<file path="src/rtl/bit_stream_sequencer.sv">
// Feeds the consecutive-bit detector from a manual bit FIFO or a loaded playback pattern, and counts detections.
// Latency: play_start -> first pulse 1 cycle; manual bit into an idle, empty FIFO -> pulse 2 cycles; pulses GAP_CYCLES+1 apart.
// Backpressure: none upstream; a manual entry arriving while the FIFO is full (and not popping) is discarded with drop.
module bit_stream_sequencer #(
    parameter int GAP_CYCLES = 3,
    parameter int FIFO_DEPTH = 4,
    parameter int PAT_LEN    = 8,
    parameter int CNT_W      = 8
) (
    input  logic               clk,
    input  logic               reset,
    input  logic               in_zero,
    input  logic               in_one,
    input  logic               play_start,
    input  logic               play_abort,
    input  logic [PAT_LEN-1:0] pattern,
    input  logic               detected_00,
    input  logic               detected_11,
    input  logic               clr_cnt,
    output logic               btn0_pulse,
    output logic               btn2_pulse,
    output logic [CNT_W-1:0]   cnt_00,
    output logic [CNT_W-1:0]   cnt_11,
    output logic               busy,
    output logic               fifo_full,
    output logic               drop
);
    localparam int AW = (FIFO_DEPTH > 1) ? $clog2(FIFO_DEPTH) : 1;
    localparam int GW = $clog2(GAP_CYCLES + 1);
    localparam int IW = (PAT_LEN > 1) ? $clog2(PAT_LEN) : 1;
    localparam logic [AW:0]      FULL_CNT = (AW+1)'(FIFO_DEPTH);
    localparam logic [CNT_W-1:0] CNT_MAX  = '1;

    typedef enum logic [1:0] {IDLE, ISSUE, GAP} state_t;
    typedef enum logic {MAN, PLAY} src_t;

    state_t             state;
    src_t               src;
    logic [IW-1:0]      idx;
    logic [PAT_LEN-1:0] shreg;
    logic [GW-1:0]      gap_cnt;

    logic               mem [FIFO_DEPTH];
    logic [AW-1:0]      rd_ptr, wr_ptr;
    logic [AW:0]        count, count_nxt;

    logic fifo_ne, head, gap_done, abort, pop, push_req, push, drop_nxt, to_idle;
    logic d00_q, d11_q;

    assign fifo_ne  = (count != '0);
    assign head     = mem[rd_ptr];
    assign gap_done = (state == GAP) && (gap_cnt == GW'(1));
    assign abort    = play_abort && (src == PLAY) && (state != IDLE);
    // The FSM pops before the push is judged, so a full FIFO still accepts a push in a popping cycle.
    assign pop      = fifo_ne && (((state == IDLE) && !play_start) || (gap_done && (src == MAN)));
    assign push_req = in_zero ^ in_one;
    assign push     = push_req && ((count != FULL_CNT) || pop);
    assign drop_nxt = (in_zero && in_one) || (push_req && !push);

    always_comb begin
        count_nxt = count;
        if (push && !pop)
            count_nxt = count + 1'b1;
        else if (pop && !push)
            count_nxt = count - 1'b1;
    end

    always_comb begin
        to_idle = 1'b0;
        case (state)
            IDLE:    to_idle = !play_start && !fifo_ne;
            ISSUE:   to_idle = abort;
            GAP:     to_idle = abort || (gap_done && !((src == PLAY) && (idx != '0))
                                                  && !((src == MAN) && fifo_ne));
            default: to_idle = 1'b1;
        endcase
    end

    always_ff @(posedge clk or negedge reset) begin
        if (!reset) begin
            for (int i = 0; i < FIFO_DEPTH; i++) mem[i] <= 1'b0;
            rd_ptr <= '0;
            wr_ptr <= '0;
            count  <= '0;
        end else begin
            if (push) begin
                mem[wr_ptr] <= in_one;
                wr_ptr      <= wr_ptr + 1'b1;
            end
            if (pop)
                rd_ptr <= rd_ptr + 1'b1;
            count <= count_nxt;
        end
    end

    // Pulses are set on entry to ISSUE so they are high for exactly the ISSUE cycle.
    always_ff @(posedge clk or negedge reset) begin
        if (!reset) begin
            state      <= IDLE;
            src        <= MAN;
            idx        <= '0;
            shreg      <= '0;
            gap_cnt    <= '0;
            btn0_pulse <= 1'b0;
            btn2_pulse <= 1'b0;
            busy       <= 1'b0;
            fifo_full  <= 1'b0;
            drop       <= 1'b0;
        end else begin
            btn0_pulse <= 1'b0;
            btn2_pulse <= 1'b0;
            busy       <= !to_idle || (count_nxt != '0);
            fifo_full  <= (count_nxt == FULL_CNT);
            drop       <= drop_nxt;
            case (state)
                IDLE: begin
                    if (play_start) begin
                        shreg      <= pattern;
                        idx        <= IW'(PAT_LEN - 1);
                        src        <= PLAY;
                        state      <= ISSUE;
                        btn2_pulse <= pattern[PAT_LEN-1];
                        btn0_pulse <= !pattern[PAT_LEN-1];
                    end else if (fifo_ne) begin
                        src        <= MAN;
                        state      <= ISSUE;
                        btn2_pulse <= head;
                        btn0_pulse <= !head;
                    end
                end
                ISSUE: begin
                    if (abort) begin
                        state <= IDLE;
                    end else begin
                        gap_cnt <= GW'(GAP_CYCLES);
                        state   <= GAP;
                    end
                end
                GAP: begin
                    if (abort) begin
                        state <= IDLE;
                    end else if (!gap_done) begin
                        gap_cnt <= gap_cnt - 1'b1;
                    end else if ((src == PLAY) && (idx != '0)) begin
                        idx        <= idx - 1'b1;
                        shreg      <= {shreg[PAT_LEN-2:0], 1'b0};
                        state      <= ISSUE;
                        btn2_pulse <= shreg[PAT_LEN-2];
                        btn0_pulse <= !shreg[PAT_LEN-2];
                    end else if ((src == MAN) && fifo_ne) begin
                        state      <= ISSUE;
                        btn2_pulse <= head;
                        btn0_pulse <= !head;
                    end else begin
                        state <= IDLE;
                    end
                end
                default: state <= IDLE;
            endcase
        end
    end

    always_ff @(posedge clk or negedge reset) begin
        if (!reset) begin
            d00_q  <= 1'b0;
            d11_q  <= 1'b0;
            cnt_00 <= '0;
            cnt_11 <= '0;
        end else begin
            d00_q <= detected_00;
            d11_q <= detected_11;
            if (clr_cnt)
                cnt_00 <= '0;
            else if (detected_00 && !d00_q && (cnt_00 != CNT_MAX))
                cnt_00 <= cnt_00 + 1'b1;
            if (clr_cnt)
                cnt_11 <= '0;
            else if (detected_11 && !d11_q && (cnt_11 != CNT_MAX))
                cnt_11 <= cnt_11 + 1'b1;
        end
    end
endmodule

</file>
<file path="config.mk">
export PLATFORM = sky130hd
export DESIGN_NAME = bit_stream_sequencer
export DESIGN_NICKNAME = d
export VERILOG_FILES = /design/src/rtl/bit_stream_sequencer.sv
export SDC_FILE = /design/constraint.sdc
export NUM_CORES = 1
export LEC_CHECK = 0
export ABC_AREA = 1
export BUFFER_PORTS_ARGS = -buffer_cell sky130_fd_sc_hd__buf_2
export CAP_MARGIN = 20
export CORE_ASPECT_RATIO = 1.1
export CORE_MARGIN = 5
export CORE_UTILIZATION = 51
export CTS_CLUSTER_DIAMETER = 120
export DETAILED_ROUTE_END_ITERATION = 10
export PLACE_DENSITY = 0.75
export RECOVER_POWER = 25
export SLEW_MARGIN = 5
export SYNTH_ARGS = -nofsm -noshare
export SYNTH_HDL_FRONTEND = slang
export SYNTH_SLANG_ARGS = --single-unit
</file>
<file path="constraint.sdc">
create_clock -name clk -period 1.4 [get_ports clk]
set_input_delay 0.07 -clock clk [delete_from_list [all_inputs] [get_ports clk]]
set_output_delay 0.07 -clock clk [all_outputs]
set_load 0.005 [all_outputs]
</file>
==> results of run 1 <==
[repair_timing]
action | 4_1_cts | 5_1_grt
resized for setup | 41 | 79
hold endpoints to repair | 52 | 0
buffers inserted | 10 | 15
pin swaps | 15 | 29
cloned | 1 | 1
setup endpoints to repair | 40 | 45
hold buffers | 4 | 0
[per-layer routing]
| layer | wire (um) | part of all wire |
|---|---|---|
| met4 | 159 | 0.021 |
| met1 | 2840 | 0.38 |
| met3 | 359 | 0.048 |
| met2 | 4140 | 0.55 |
| met5 | 0 | 0 |
[worst paths after layout]
path | startpoint | end | slack, ns | cells past startpoint
setup reg to reg | idx[0]$_DFFE_PN0P_ | shreg[6]$_DFFE_PN0P_ | -0.25 | 9
setup / recovery | idx[0]$_DFFE_PN0P_ | shreg[6]$_DFFE_PN0P_ | -0.25 | 9
max in group asynchronous | reset | state[1]$_DFFE_PN0P_ | 0.49 | 3
hold / removal | pattern[0] | shreg[0]$_DFFE_PN0P_ | 0.01 | 3
min in group asynchronous | reset | cnt_00[5]$_DFFE_PN0P_ | 0.45 | 3
hold reg to reg | rd_ptr[1]$_DFFE_PN0P_ | rd_ptr[1]$_DFFE_PN0P_ | 0.52 | 1
[worst max-delay path, stage by stage, from the launching register on]
cell	delay, ns
dfrtp_1	0.36
inv_2	0.06
ha_4	0.16
ha_4	0.16
nor2_4	0.09
o22ai_2	0.11
nor3_4	0.28
buf_4	0.19
nor2_1	0.04
a31oi_1	0.13
[kinds of logic (layout without fill, tap and decap cells)]
logic type | after synthesis | count (layout) | share of synthesized area
adders and majority gates | 13 | 13 | 0.0631
AOI/OAI and AO/OA | 62 | 62 | 0.137
muxes | 1 | 1 | 0.00437
and+or+nand+nor | 129 | 129 | 0.225
DFF | 49 | 49 | 0.476
buffers and inverters | 51 | 168 | 0.0767
xor gates and xnor gates | 5 | 5 | 0.0170
[stage by stage]
| stage | instance area (sq um) | total power, uW | setup TNS (ns) | hold slack [ns] |
|---|---|---|---|---|
| floorplan | 2650 | 4020 | -0.284 | -0.226 |
| detailed placement | 3250 | 5200 | -2.82 | 0.0776 |
| global route | 3970 | 8160 | -8.33 | 0.000553 |
| finish | 3970 | 7620 | -4.63 | 0.0114 |
| global placement | 3250 | 5090 | -1.46 | 0.0792 |
| CTS | 3620 | 6660 | -2.43 | 0.0126 |
[flip-flops by register name (all words and copies together), names as in the netlist]
| register | cells |
|---|---|
| btn2_pulse | 1 |
| drop | 1 |
| gap_cnt | 2 |
| busy | 1 |
| cnt_00 | 8 |
| btn0_pulse | 1 |
| cnt_11 | 8 |
| wr_ptr | 2 |
| src | 1 |
| shreg | 7 |
| mem | 4 |
| count | 3 |
| idx | 3 |
| d11_q | 1 |
| state | 2 |
| fifo_full | 1 |
| d00_q | 1 |
| rd_ptr | 2 |
[area by class of cell]
cell class,instances,area [sq um]
Multi-Input combinational cell,210,1550
Sequential cell,49,1230
Fill cell,284,995
Timing Repair Buffer,114,821
Inverter,46,188
Clock buffer,7,86.3
Tap cell,58,72.6
Clock inverter,1,30.0
[layout by cell type, fill, tap and decap left out, types with 2 or more instances in the layout]
| cell type | count |
|---|---|
| buf_4 | 56 |
| dfrtp_1 | 48 |
| nand2_1 | 44 |
| buf_2 | 39 |
| inv_1 | 32 |
| nand2_2 | 20 |
| nor2_1 | 19 |
| o21ai_1 | 16 |
| buf_6 | 14 |
| inv_2 | 11 |
| a21oi_1 | 11 |
| nand2_4 | 9 |
| o21ai_2 | 8 |
| nand4_1 | 7 |
| nor2_4 | 7 |
| ha_1 | 7 |
| nand3_1 | 6 |
| clkbuf_8 | 6 |
| nor2_2 | 5 |
| xor2_1 | 5 |
| o211ai_1 | 5 |
| nand3_4 | 4 |
| a31oi_1 | 4 |
| ha_4 | 4 |
| dlygate4sd3_1 | 4 |
| o21ai_0 | 3 |
| a21oi_2 | 3 |
| nand3_2 | 3 |
| a211oi_2 | 3 |
| o22ai_1 | 2 |
| nor3_2 | 2 |
| nor3_4 | 2 |
| ha_2 | 2 |
[power groups by stage]
stage                     Clock [uW]  Combinational, uW  Sequential [uW]
after global routing            1140               4820             2200
after global placement             0               2980             2120
after detailed placement           0               3070             2130
after floorplan                    0               1910             2110
final                           1070               4390             2150
after CTS                       1080               3460             2120
==> flow_summary.ini, run 1 <==
[die]
die_w_um = 77.8
core_region_area_sq_mm = 0.00497
row_count = 27
start_util = 0.519
io_pins = 38
dieHeight_um = 84.5
fp.dieArea_sq_mm = 0.00657

[logic_synthesis]
synth_most_common_cell = nand2_1
yosysUniqueCellTypes = 31
synth-seq-cells = 49
dominantRegCellSynth = dfrtp_1
synth_commonest_cells = 69 x nand2_1, 49 x dfrtp_1, 40 x inv_1
synth_area_leaders = dfrtp_1 48%, nand2_1 10%, ha_1 6.3%, inv_1 5.8%, nor2_1 4.1%
avgSynthCellArea_sq_um = 8.31
ys_async_sr_fraction = 1.00
syn_area_sq_mm = 0.00258
synth_edf_count = 0
yosysTopAreaCellShare = 0.476
syn_nets = 340
ys_warn_count = 0
yosys.area.top_type = dfrtp_1
syn_inst = 310
ys_seq_area_frac = 0.476

[timing]
period_needed_ns = 1.65
hold_viol_final = 0
relSlewSlack = 0.560
rsz0062_at_grt = yes
slew_violations = 0
clock_skew_ns = 0.00857
worstMarginPinSlew_ns = 0.660
setup_ws_ns = -0.251
finalCritPeriodShare = 1.18
finalSetupViolCount = 37
fmax_ghz = 0.606

[power_and_ir_drop]
p_leak_uw = 0.00198
switchingPower_uw = 3140
ir_worst_vdd_mv = 1.41
power_frac_seq = 0.283
p_per_area_mw_per_mm2 = 1920
swShare = 0.413
combPwrFrac = 0.577
p_int_uw = 4470
clkPwrFrac = 0.141

[clock_network]
clock_path_buffers = 2
cts_buffers = 5
cts_tree = yes
clk_pin_slew_ns = 0.09
clock_latency_ns = 0.31
cts_max_level = 2
tritoncts_num_sinks = 49
root_buffer = clkbuf_8

[place]
place_hpwl_um = 4070
pre_cts_slack_ns = -0.175
io_buffers = 37
numPlacedInstances = 448
gp_congestion = 0.870

[global_route]
grtUsageMet2 = 0.365
first_global_vias = 2469
grt_max_degree = 50
top_usage_layer = met2
grt_pass1_wl_um = 10700
antenna_found_initial = 0
overflow = 0
met1_usage = 0.230
grt.total_usage = 0.198
grt_use_met3 = 0.0397

[layout]
areaGrowthSynthToFinish_pct = 54.2
final_cell_count_no_fill = 485
nNetsFinal = 456
drive_gt1_frac = 0.492
fin_util = 0.800
antennaDiodeCount = 0

[outcome]
violations = negative setup slack
status = complete, but fails checks

[worst_setup_path]
startpoint_type = flop
required_ns = 1.64
path_max_fanout = 5
worst-setup-path-type = reg -> reg
critPathArrivalTime_ns = 1.89
end_kind = flop

[min_path]
worstHoldPathType = in -> reg

[detailed_routing]
num_vias = 2620
wirelength_um = 7500
wl_per_cell_um = 15.5
drt-pass1-iter-count = 4
viasPerCell = 5.40
drt-initial-drc-count = 120
drc_errors = 0
postRouteAntennaNets = 0

[flow_run]
cap_violations = 0
Power figures use the tool's default switching activity.
==> run 2, diff against run 1 <==
--- a/config.mk
+++ b/config.mk
@@ -13,8 +13,10 @@
 export CORE_UTILIZATION = 51
 export CTS_CLUSTER_DIAMETER = 120
 export DETAILED_ROUTE_END_ITERATION = 10
+export GPL_TIMING_DRIVEN = 0
 export PLACE_DENSITY = 0.75
 export RECOVER_POWER = 25
+export SETUP_SLACK_MARGIN = 0.2
 export SLEW_MARGIN = 5
 export SYNTH_ARGS = -nofsm -noshare
 export SYNTH_HDL_FRONTEND = slang
==> run 2 against run 1 <==
- the flow still finishes with violations (negative setup slack)
- power fell by 8.7%
- non-clock buffer count fell by 12
- core utilization is 0.20 points lower
- cell count decreased by 2.5%
- final area down 0.25%
- sequential cell count is the same
- via count shrank 1.7%
- combinational power fell by 10%
- hold slack about the same
- largest cell class unchanged
- highest routed layer unchanged
==> flow_summary.ini, run 2 (synthesized netlist as in run 1, its figures left out) <==
[worst_setup_path]
startpoint = cnt_00[1]$_DFFE_PN0P_
end_kind = flop
path_max_fanout = 5
required_ns = 1.64
startpoint_type = flop
worst-setup-path-type = reg -> reg
r2r_start = cnt_00[1]$_DFFE_PN0P_
critPathArrivalTime_ns = 1.90

[global_route]
grt_pass1_wl_um = 10600
first_global_vias = 2366
overflow = 0
grt.total_usage = 0.196
antenna_found_initial = 0
grt_max_degree = 35

[layout]
final_cell_mix = 46 x dfrtp_1, 41 x nand2_1, 38 x buf_4
nNetsFinal = 444
antennaDiodeCount = 0
drive_gt1_frac = 0.494
final_common_cell = dfrtp_1
nFillCells = 290
reg_top3 = cnt_00: 8 flops, cnt_11: 8 flops, shreg: 7 flops
fin_util = 0.798
areaGrowthSynthToFinish_pct = 53.8
final_cell_count_no_fill = 473

[timing]
finalSetupViolCount = 37
period_needed_ns = 1.67
finalCritPeriodShare = 1.19
relSlewSlack = 0.377
setup_tns_ns = -4.42
slew_violations = 0
fmax_ghz = 0.600
rsz0062_at_grt = yes
hold_viol_final = 0
clock_skew_ns = 0.00666
setup_ws_ns = -0.266
worstMarginPinSlew_ns = 0.934

[flow_run]
cap_violations = 0

[detailed_routing]
postRouteAntennaNets = 0
wirelength_um = 7480
viasPerCell = 5.44
num_vias = 2575
drt-pass1-iter-count = 5
drc_errors = 0
wl_per_cell_um = 15.8
drt-initial-drc-count = 185

[die]
dieHeight_um = 84.5
row_count = 27
core_region_area_sq_mm = 0.00497
start_util = 0.519
die_w_um = 77.8
fp.dieArea_sq_mm = 0.00657
io_pins = 38

[power_and_ir_drop]
p_int_uw = 3960
switchingPower_uw = 2990
clkPwrFrac = 0.118
p_per_area_mw_per_mm2 = 1750
p_leak_uw = 0.00193
power_frac_seq = 0.313
combPwrFrac = 0.568
swShare = 0.430
ir_worst_vdd_mv = 1.57

[place]
numPlacedInstances = 406
place_hpwl_um = 3890
io_buffers = 37
gp_congestion = 0.801

[clock_network]
tritoncts_num_sinks = 49
cts_max_level = 2
clk_pin_slew_ns = 0.09
cts_buffers = 5
root_buffer = clkbuf_8
clock_latency_ns = 0.31
cts_tree = yes
clock_path_buffers = 2

[min_path]
hp-start = pattern[0]
worstHoldPathType = in -> reg

[outcome]
violations = negative setup slack
status = complete, but fails checks
==> run 2: cell type report <==
cell class | count | area [sq um] | area share
plain buffers | 5 | 27.5 | 0.00695
clock buffers | 6 | 72.6 | 0.0183
clock inverters | 2 | 10.0 | 0.00253
inverters | 46 | 195 | 0.0493
multi-input cells | 210 | 1630 | 0.411
flip-flops and latches | 49 | 1230 | 0.310
well taps | 58 | 72.6 | 0.0183
repair buffers | 97 | 726 | 0.183
==> run 2: path summary, 6_finish.rpt <==
check	endpoint	slack, ns	cells past startpoint
worst max-delay path	cnt_00[7]$_DFFE_PN0P_	-0.27	10
max in group asynchronous	src$_DFFE_PN0P_	0.09	3
min in group asynchronous	count[0]$_DFF_PN0_	0.42	2
worst min-delay path	shreg[0]$_DFFE_PN0P_	0.01	3
worst min register to register	mem[2]$_DFFE_PN0P_	0.51	2
worst max register to register	cnt_00[7]$_DFFE_PN0P_	-0.27	10
==> run 2: repair_timing <==
action	4_1_cts	5_1_grt
endpoints found under the hold margin	20	0
hold buffers	5	0
endpoints found under the setup margin	46	46
buffers inserted	32	20
gates resized for setup	46	64
pin swaps	26	28
cloned	2	0
==> run 2: critical path, cell delays in order, from the launching register on <==
cell     delay [ns]
dfrtp_1        0.41
buf_4          0.13
buf_4          0.11
inv_1          0.07
nor3_1         0.24
inv_1          0.12
nor2_4         0.18
nand2_2        0.08
nand2_1        0.08
nand2_1        0.07
nor2_1         0.12
==> run 2: stage by stage <==
stage	hold slack [ns]	power, uW	cell area [sq um]	worst slack, ns
after global routing	0.0145	7440	3960	-0.395
after detailed placement	0.0206	4760	3020	-0.203
after CTS	0.0130	6270	3570	-0.138
after global placement	0.194	4630	3000	-0.147
after floorplan	-0.226	4150	2740	-0.0408
final	0.0118	6950	3960	-0.266
==> run 2: power by group through the flow <==
stage | clock, uW | combinational [uW] | sequential, uW
2_1_floorplan | 0 | 2040 | 2120
3_3_place_gp | 0 | 2470 | 2160
3_5_place_dp | 0 | 2580 | 2180
4_1_cts | 836 | 3270 | 2170
5_1_grt | 903 | 4330 | 2210
6_report | 823 | 3950 | 2180
==> run 2: layer usage <==
layer | part of all wire | global-route usage
met1 | 0.40 | 0.241
met2 | 0.53 | 0.328
met3 | 0.044 | 0.0461
met4 | 0.022 | 0.0781
met5 | 0 | 0
